--- config.mk ---
export PLATFORM = sky130hd
export DESIGN_NAME = ob_cn_table_ctrl_flat
export DESIGN_NICKNAME = d
export VERILOG_FILES = /design/src/rtl/ob_cn_table_ctrl_if.sv /design/src/rtl/ob_cn_table_ctrl.sv /design/src/flat_wrapper.sv
export SDC_FILE = /design/constraint.sdc
export NUM_CORES = 1
export LEC_CHECK = 0
export ABC_AREA = 1
export BUFFER_PORTS_ARGS = -buffer_cell sky130_fd_sc_hd__buf_2
export CORE_AREA = 8 8 568 570
export CTS_CLUSTER_SIZE = 16
export DETAILED_ROUTE_END_ITERATION = 10
export DIE_AREA = 0 0 576 578
export SLEW_MARGIN = 20
export SYNTH_ARGS = -nofsm -noshare
export SYNTH_HDL_FRONTEND = slang
export SYNTH_SLANG_ARGS = --single-unit
--- constraint.sdc ---
create_clock -name clk -period 5.4 [get_ports clk]
set_input_delay 0.54 -clock clk [delete_from_list [all_inputs] [get_ports clk]]
set_output_delay 0.54 -clock clk [all_outputs]
set_load 0.005 [all_outputs]
--- src/rtl/ob_cn_table_ctrl_if.sv ---
// Conditional order table controller bus.
// Groups intake, entry, and matured-output signals.
interface ob_cn_table_ctrl_if #(
    parameter int N     = 8,
    parameter int CMD_W = 128,
    parameter int IDX_W = $clog2(N),
    parameter int CNT_W = $clog2(N+1)
);
    logic               in_vld;
    logic [CMD_W-1:0]   in_cmd;
    logic               in_rdy;
    logic [N-1:0]       al_vld;
    logic [CMD_W-1:0]   al_cmd_r;
    logic [N-1:0]       dl_vld;
    logic [N-1:0]       ent_busy;
    logic [N-1:0]       ent_mtr;
    logic [N*CMD_W-1:0] ent_cmd;
    logic               mtr_vld;
    logic [CMD_W-1:0]   mtr_cmd;
    logic [IDX_W-1:0]   mtr_idx;
    logic               mtr_rdy;
    logic [CNT_W-1:0]   occ;
    logic               full;
    logic               empty;

    modport master (
        output in_vld, in_cmd, ent_busy, ent_mtr, ent_cmd, mtr_rdy,
        input  in_rdy, al_vld, al_cmd_r, dl_vld,
        input  mtr_vld, mtr_cmd, mtr_idx, occ, full, empty
    );

    modport slave (
        input  in_vld, in_cmd, ent_busy, ent_mtr, ent_cmd, mtr_rdy,
        output in_rdy, al_vld, al_cmd_r, dl_vld,
        output mtr_vld, mtr_cmd, mtr_idx, occ, full, empty
    );
endinterface

--- src/rtl/ob_cn_table_ctrl.sv ---
// Conditional order table controller: allocates entries,
// round-robin issues matured commands, then deallocates.
module ob_cn_table_ctrl #(
    parameter int N     = 8,
    parameter int CMD_W = 128,
    parameter int IDX_W = $clog2(N),
    parameter int CNT_W = $clog2(N+1)
) (
    input logic           clk,
    input logic           rst_n,
    ob_cn_table_ctrl_if.slave bus
);
    logic [N-1:0]     al_q;
    logic [N-1:0]     dl_q;
    logic [N-1:0]     issued;
    logic [N-1:0]     free;
    logic [N-1:0]     cand;
    logic [CMD_W-1:0] al_cmd_q;
    logic [CMD_W-1:0] mtr_cmd_q;
    logic [CMD_W-1:0] g_cmd;
    logic [IDX_W-1:0] ptr;
    logic [IDX_W-1:0] sel;
    logic [IDX_W-1:0] gnt;
    logic [IDX_W-1:0] mtr_idx_q;
    logic [CNT_W-1:0] occ_q;
    logic             gnt_ok;
    logic             mtr_vld_q;
    logic             full;
    logic             accept;
    logic             hs;
    logic             load;

    assign free   = ~bus.ent_busy & ~al_q;
    assign full   = occ_q == CNT_W'(N);
    assign accept = bus.in_vld & bus.in_rdy;
    assign cand   = bus.ent_mtr & ~issued & ~dl_q;
    assign hs     = mtr_vld_q & bus.mtr_rdy;
    assign load   = (~mtr_vld_q | bus.mtr_rdy) & gnt_ok;
    assign g_cmd  = bus.ent_cmd[int'(gnt)*CMD_W +: CMD_W];

    assign bus.in_rdy   = ~full & (|free);
    assign bus.al_vld   = al_q;
    assign bus.al_cmd_r = al_cmd_q;
    assign bus.dl_vld   = dl_q;
    assign bus.mtr_vld  = mtr_vld_q;
    assign bus.mtr_cmd  = mtr_cmd_q;
    assign bus.mtr_idx  = mtr_idx_q;
    assign bus.occ      = occ_q;
    assign bus.full     = full;
    assign bus.empty    = occ_q == '0;

    // Lowest-index free entry gets the next allocation.
    always_comb begin
        sel = '0;
        for (int i = N-1; i >= 0; i--) begin
            if (free[i]) sel = IDX_W'(i);
        end
    end

    // Round-robin search over matured candidates from ptr.
    always_comb begin
        gnt    = '0;
        gnt_ok = 1'b0;
        for (int k = 0; k < N; k++) begin
            int j;
            j = int'(ptr) + k;
            if (j >= N) j = j - N;
            if (!gnt_ok && cand[j]) begin
                gnt_ok = 1'b1;
                gnt    = IDX_W'(j);
            end
        end
    end

    // Alloc/dealloc strobes, occupancy, issue tracking, output reg.
    always_ff @(posedge clk or negedge rst_n) begin
        if (!rst_n) begin
            al_q      <= '0;
            al_cmd_q  <= '0;
            dl_q      <= '0;
            issued    <= '0;
            occ_q     <= '0;
            ptr       <= '0;
            mtr_vld_q <= 1'b0;
            mtr_cmd_q <= '0;
            mtr_idx_q <= '0;
        end else begin
            al_q <= accept ? (N'(1) << sel) : '0;
            if (accept) al_cmd_q <= bus.in_cmd;
            dl_q <= hs ? (N'(1) << mtr_idx_q) : '0;
            issued <= (issued & ~(hs ? (N'(1) << mtr_idx_q) : '0))
                    | (load ? (N'(1) << gnt) : '0);
            unique case ({accept, |dl_q})
                2'b10: if (!full) occ_q <= occ_q + 1'b1;
                2'b01: if (occ_q != '0) occ_q <= occ_q - 1'b1;
                default: occ_q <= occ_q;
            endcase
            if (load) begin
                mtr_vld_q <= 1'b1;
                mtr_cmd_q <= g_cmd;
                mtr_idx_q <= gnt;
                ptr <= (gnt == IDX_W'(N-1)) ? '0 : gnt + 1'b1;
            end else if (hs) begin
                mtr_vld_q <= 1'b0;
            end
        end
    end
endmodule

--- src/flat_wrapper.sv ---
// flat-port wrapper written by rule: the top's interface ports become plain ports
module ob_cn_table_ctrl_flat 
#(
    parameter int N     = 8,
    parameter int CMD_W = 128,
    parameter int IDX_W = $clog2(N),
    parameter int CNT_W = $clog2(N+1)
)
  (clk, rst_n, bus_in_vld, bus_in_cmd, bus_ent_busy, bus_ent_mtr, bus_ent_cmd, bus_mtr_rdy, bus_in_rdy, bus_al_vld, bus_al_cmd_r, bus_dl_vld, bus_mtr_vld, bus_mtr_cmd, bus_mtr_idx, bus_occ, bus_full, bus_empty);
  ob_cn_table_ctrl_if #(.N(N), .CMD_W(CMD_W), .IDX_W(IDX_W), .CNT_W(CNT_W)) bus_i ();
  input logic clk;
  input logic rst_n;
  input wire logic [$bits(bus_i.in_vld)-1:0] bus_in_vld;
  input wire logic [$bits(bus_i.in_cmd)-1:0] bus_in_cmd;
  input wire logic [$bits(bus_i.ent_busy)-1:0] bus_ent_busy;
  input wire logic [$bits(bus_i.ent_mtr)-1:0] bus_ent_mtr;
  input wire logic [$bits(bus_i.ent_cmd)-1:0] bus_ent_cmd;
  input wire logic [$bits(bus_i.mtr_rdy)-1:0] bus_mtr_rdy;
  output wire logic [$bits(bus_i.in_rdy)-1:0] bus_in_rdy;
  output wire logic [$bits(bus_i.al_vld)-1:0] bus_al_vld;
  output wire logic [$bits(bus_i.al_cmd_r)-1:0] bus_al_cmd_r;
  output wire logic [$bits(bus_i.dl_vld)-1:0] bus_dl_vld;
  output wire logic [$bits(bus_i.mtr_vld)-1:0] bus_mtr_vld;
  output wire logic [$bits(bus_i.mtr_cmd)-1:0] bus_mtr_cmd;
  output wire logic [$bits(bus_i.mtr_idx)-1:0] bus_mtr_idx;
  output wire logic [$bits(bus_i.occ)-1:0] bus_occ;
  output wire logic [$bits(bus_i.full)-1:0] bus_full;
  output wire logic [$bits(bus_i.empty)-1:0] bus_empty;
  assign bus_i.in_vld = bus_in_vld;
  assign bus_i.in_cmd = bus_in_cmd;
  assign bus_i.ent_busy = bus_ent_busy;
  assign bus_i.ent_mtr = bus_ent_mtr;
  assign bus_i.ent_cmd = bus_ent_cmd;
  assign bus_i.mtr_rdy = bus_mtr_rdy;
  assign bus_in_rdy = bus_i.in_rdy;
  assign bus_al_vld = bus_i.al_vld;
  assign bus_al_cmd_r = bus_i.al_cmd_r;
  assign bus_dl_vld = bus_i.dl_vld;
  assign bus_mtr_vld = bus_i.mtr_vld;
  assign bus_mtr_cmd = bus_i.mtr_cmd;
  assign bus_mtr_idx = bus_i.mtr_idx;
  assign bus_occ = bus_i.occ;
  assign bus_full = bus_i.full;
  assign bus_empty = bus_i.empty;
  ob_cn_table_ctrl #(.N(N), .CMD_W(CMD_W), .IDX_W(IDX_W), .CNT_W(CNT_W)) u_core (.clk(clk), .rst_n(rst_n), .bus(bus_i));
endmodule
* Yosys cells after proc, flatten, opt, wreduce, memory -nomap -nowiden *
Index checks and enable logic that the tools add are counted.

storage, ports and cells
  word-level logic and storage cells = 156
  memories kept = 0
  memory bits (read-only) = 0
  output and inout port bits = 283
  input bits = 1,172
  latch bits = 0
  bits in writable memories = 0
  flip-flop bits (word level) = 291

operators by class
  multiply operators = 0
  multiplexer cells = 65
  reduce and logical (&&, ||, !) cells = 21
  divide/modulo/power cells = 0
  magnitude comparators = 16
  equality and inequality tests = 6
  shift operators = 4
  bitwise gates (word level) = 17
  add/sub/neg operators = 18

operators with widths
  kind                                                         number
  variable part select 1024 x 11 -> 128 bit                    1
  less-than comparator 32 x 5 -> 1 bit, second input constant  8
  two-way mux 32 bit                                           8
  >= comparator 32 x 5 -> 1 bit, second input constant         7
  subtractor 32 x 5 -> 32 bit, second input constant           7
  two-way mux 3 bit                                            17
  NOT 8 bit                                                    5
  bitwise AND 8 bit                                            4
  two-way mux 1 bit                                            26
  binary-select mux 1 bit (select 3 bit)                       8
  two-way mux 8 bit                                            3
  left shift 1 x 3 -> 8 bit, first input constant              3
  adder 3 x 3 -> 4 bit, second input constant                  4
  OR reduction 8 bit                                           2
  adder 3 x 2 -> 4 bit, second input constant                  2
  two-way mux 4 bit                                            2
  OR 8 bit                                                     1
  case mux 4 bit (2 select lines)                              1
  logical AND 1 bit                                            7
  zero test 1 bit                                              7
  subtractor 3 x 4 -> 5 bit, second input constant             1
  adder 3 x 1 -> 4 bit, second input constant                  1
  adder 4 x 1 -> 4 bit, second input constant                  1
  bitwise AND 1 bit                                            4
  15 further kinds                                             17

* Logic depth before layout (Yosys ltp) *
  word-level depth = 31
  depth in mapped cells = 24
  gate-level depth less buffers = 20

* Least setup slack after synthesis *
No wires, ideal clock.

  path type = reg2reg
  from = register u_core.ptr[0]
  to = register u_core.ptr[2]
  cell stages (with the launch flop) = 21
  buffers on the path = 4
  setup time = 132 ps
  data arrival time = 3,010 ps
  clock period less this slack = 3,142 ps
  data required time = 5,268 ps
  setup slack = 2,258 ps
  cells stage by stage = dfrtp_1 -> inv_2 -> buf_6 -> ha_1 -> buf_2 -> inv_2 -> nand3_1 -> nand3_1 -> nand2_1 -> nand2_1 -> nor2_4 -> nand3b_1 -> nand2_1 -> nor3_1 -> nand3_2 -> buf_2 -> buf_2 -> ha_1 -> ha_1 -> nand2_1 -> o21ai_0

on the way
  cells in the longest elaborated chain, start to end = 29
  elaborated cells between the ends (all ways) = 89
  classes of those cells = 16 x add/sub; 8 x order compare; 1 x eq/ne; 49 x mux; 1 x bitwise; 14 x reduce/logical

ends and longest elaborated chain
  item                                                                                  RTL line                 RTL
  start, declared                                                                       ob_cn_table_ctrl.sv:21   logic [IDX_W-1:0] ptr;
  start signal, assigned                                                                ob_cn_table_ctrl.sv:102  ptr <= (gnt == IDX_W'(N-1)) ? '0 : gnt + 1'b1;
  parallel branches: the longest is 26 deep, another holds subtractor 32 x 5 -> 32 bit  --
  two-way mux 3 bit *                                                                   ob_cn_table_ctrl.sv:68   if (!gnt_ok && cand[j]) begin
  via u_core.gnt[1]                                                                     ob_cn_table_ctrl.sv:23   logic [IDX_W-1:0] gnt;
  adder 3 x 1 -> 3 bit / == test 3 bit (equally long branches)                          ob_cn_table_ctrl.sv:102
  two-way mux 3 bit *                                                                   ob_cn_table_ctrl.sv:102

Mark *: on every way through the listed nets, which the timed path passes. The select of a mux whose other input is x is not followed.
A chain may end at the register's enable or synchronous reset.

* Worst setup path after layout *
  from = register u_core.ptr[0]
  to = register u_core.mtr_cmd_q[21] (netlist: u_core.bus.mtr_cmd[21])

on the way
  cells in the longest elaborated chain, start to end = 28
  elaborated cells between the ends (all ways) = 87
  classes of those cells = 15 x add/sub; 8 x order compare; 1 x shift; 48 x mux; 1 x bitwise; 14 x reduce/logical

ends and longest elaborated chain
  item                                                                                  RTL line                 RTL
  parallel branches: the longest is 28 deep, another holds subtractor 32 x 5 -> 32 bit  --
  end signal, assigned                                                                  ob_cn_table_ctrl.sv:100  mtr_cmd_q <= g_cmd;
  end, declared                                                                         ob_cn_table_ctrl.sv:19   logic [CMD_W-1:0] mtr_cmd_q;

Parallel ways; which one is timed is not known. The select of a mux whose other input is x is not followed.

==> summary.md <==
| Metric | Value |
|---|---|
| Nets | `6267` |
| Post-Synthesis Mean Instance Area | `6.04 um2` |
| Worst Path Required | `6.03 ns` |
| Worst Hold End | `u_core.bus.al_cmd_r[121]` |
| GRT Overall Usage | `0.160` |
| Sequential area share after synthesis | `0.329` |
| Worst hold path stage count | `3` |
| Drt pass-1 iters | `6` |
| Yosys top cell area share | `0.329` |
| I/O Pins | `1455` |
| CTS resizes | `0` |
| Hold Path Class | `input port to flip-flop` |
| Max clock buf depth | `3` |
| R2R cell count | `20` |
| EDFF count, synth | `0` |
| Post-DP HPWL | `246 mm` |
| Pre-CTS setup slack | `0.798 ns` |
| Endpoint class of the critical path | `flip-flop` |
| Crit path DAT | `5.15 ns` |
| Initial DRC count | `3115` |
| Area grow syn2layout | `68.6%` |
| Synth Flop Type | `dfrtp_1` |
| Worst hold path startpoint | `bus_in_cmd[121]` |
| Final ANT Viol Nets | `0` |
| Final Skew | `0.0486 ns` |
| Fillers | `37.0k` |
| Cell count after synthesis | `3662` |
| FP Rows | `206` |
| YS warnings | `0` |
| Post-synthesis cell type count | `40` |
| # clock sinks | `291` |
| Finish-stage setup viols | `0` |
| Ys async rst share | `1.00` |
| Largest cells by area after synthesis | `dfrtp_1, nand2_1, nand3_1` |
| Pins Over Slew Limit | `0` |
| Synthesized area | `0.0221 mm2` |
| CTS tree | `done` |
| Startpoint types | `flip-flop` |
| First-pass GRT wire length | `350 mm` |
| Largest net degree at the start of global routing | `131` |
| Setup WS post-layout | `0.878 ns` |
| Number of port buffers | `1454` |
| Hold Vio Cnt, Final | `0` |
| Die W | `576 um` |
| Initial antenna violation count | `307` |
| Worst-path fanout max | `100` |
| Share of layout cells above drive strength 1 | `0.324` |
| Relative slew margins | `0.289` |
| Register-to-register setup slack | `0.88 ns` |
| TNS Setup | `0 ns` |
| Clk_lat worst skew | `0.71 ns` |
| Fmax | `221 MHz` |
| WS Path Type | `flip-flop to flip-flop` |
| DRC viols | `0` |
| Status | `completed` |
| Synthesized net count | `4846` |
| Worst-Margin Slew | `1.07 ns` |
| Vias per cell | `3.59` |
| GRT overflow | `0` |
| Reg2reg end | `u_core.bus.mtr_cmd[21]` |
| RePlAce Congestion | `1.03` |
| Vias in the first global route | `32.8k` |
| Die height | `578 um` |
| RR Startpoint | `u_core.ptr[0]` |
| CTS H-tree depth | `2` |
| CTS Buf Count | `45` |
| Total wire length | `282 mm` |
| Max cap viols | `0` |
| Unrepaired setup endpoints after global routing | `no` |
| Largest area contributor in the netlist | `dfrtp_1` |
| Final period util | `0.837` |
| Core Region | `0.313 mm2` |
| Clock Tree Root | `clkbuf_16` |
| DIE AREA | `0.333 mm2` |
| Post-DR wirelength/cell | `30.0 um` |
| Post-layout min period | `4.52 ns` |
| Starting Density | `0.0706` |
| DR vias | `33.7k` |
| CTS clock-pin slew for the worst setup and hold paths | `0.06 ns` |
| Seq cells post-synth | `291` |
[cell usage in the layout, fill, tap and decap left out, drive strengths merged, types with 2 or more instances in the layout]
cell,Yosys,layout
a21oi,5,5
buf,204,1546
bufinv,0,5
clkbuf,82,62
clkinv,1,9
clkinvlp,0,4
dfrtp,291,291
diode,0,113
dlygate4sd3,0,114
ha,11,11
inv,114,118
nand2,1757,1757
nand3,1033,1033
nand3b,20,20
nand4,8,8
nor2,47,47
nor3,4,4
nor4,2,2
o21ai,61,61
o21bai,3,3
o22ai,7,7
xor2,6,6
[area by class of cell]
cell class / count / area, um2 / share of cell area
multi-input cells: 2970 / 13000 / 0.349
repair buffers: 1660 / 9470 / 0.254
flip-flops and latches: 291 / 7280 / 0.195
well taps: 4160 / 5200 / 0.140
clock buffers: 62 / 1250 / 0.0335
inverters: 115 / 447 / 0.0120
clock inverters: 21 / 332 / 0.00889
diodes: 113 / 283 / 0.00758
[registers in the layout, summed over array words and instances (netlist names)]
name	flops
u_core.bus.mtr_cmd	128
u_core.bus.dl_vld	8
u_core.bus.al_vld	8
u_core.ptr	3
u_core.bus.al_cmd_r	128
u_core.bus.occ	4
u_core.bus.mtr_idx	3
u_core.issued	8
u_core.bus.mtr_vld	1
[what timing repair did]
action,4_1_cts,5_1_grt
hold buffers,114,0
hold endpoints to repair,147,0
setup endpoints to repair,0,0
buffers inserted,0,0
[worst max-delay path: stages, from the launching register on]
cell,delay (ns)
dfrtp_1,0.69
inv_2,0.08
ha_1,0.49
inv_2,0.16
nand3_1,0.14
nand3_1,0.09
nand2_1,0.15
nand2_1,0.11
nor2_4,0.13
nand3_2,0.09
nand2_1,0.07
nand3b_4,0.22
buf_12,0.24
buf_12,0.33
buf_4,0.41
nand3_1,0.15
nand3_1,0.11
nand3_1,0.30
nand2_1,0.18
nand2_1,0.10
nand2_1,0.07
[logic make-up (layout without fill, tap and decap cells)]
family / count (synthesis) / in the layout / synth area share
adders and majority gates: 12 / 12 / 0.00713
AOI/OAI and AO/OA: 79 / 79 / 0.0191
other: 0 / 113 / 0
and+or+nand+nor: 2872 / 2872 / 0.557
buffers and inverters: 401 / 1858 / 0.0838
DFF: 291 / 291 / 0.329
xor gates and xnor gates: 7 / 7 / 0.00396
[synth_stat cells (2+ instances only)]
cell type  instances
nand4_1            6
clkbuf_1          82
buf_2            170
buf_6              9
buf_4             18
nor4_1             2
nor3_1             4
inv_2              9
nor2_2             3
nand3_2            5
nor2_1            39
nand2_1         1751
o21ai_0           43
buf_1              7
nand3b_1          19
nand4_2            2
xor2_1             4
nand3_1         1027
inv_1            105
dfrtp_1          291
o21ai_1           17
nor2_4             5
nand2_4            2
nand2_2            4
o22ai_1            7
a21oi_1            5
ha_1              11
o21bai_1           3
[metrics by stage]
step	instance area, um2	util	cells	hold slack, ns
floorplan	22100	-	3662	0.244
global placement	34300	0.109	9082	0.460
detailed placement	34300	0.109	9082	0.458
CTS	37000	0.118	9279	0.00160
global route	37200	0.119	9366	0.0438
finish	37300	0.119	9392	0.0907
[how the worst max path moves through the flow]
stage	from	endpoint
final	u_core.ptr[0]	u_core.bus.mtr_cmd[21]
after global routing	u_core.ptr[0]	u_core.bus.mtr_cmd[21]
after CTS	u_core.ptr[0]	u_core.bus.mtr_cmd[54]
after detailed placement	u_core.ptr[0]	u_core.bus.mtr_cmd[54]
after global placement	u_core.ptr[0]	u_core.bus.mtr_cmd[21]
after floorplan	u_core.ptr[0]	u_core.ptr[2]
[layer usage]
metal / vias up / track usage / share of wire
li1: 14800 / - / -
met3: 724 / 0.0785 / 0.12
met2: 2145 / 0.266 / 0.46
met5: - / 0 / 0.0038
met4: 160 / 0.0657 / 0.053
met1: 15900 / 0.174 / 0.36
Power is not shown: default switching activity piles up to over one toggle a cycle in this logic, so the estimate is an artifact.
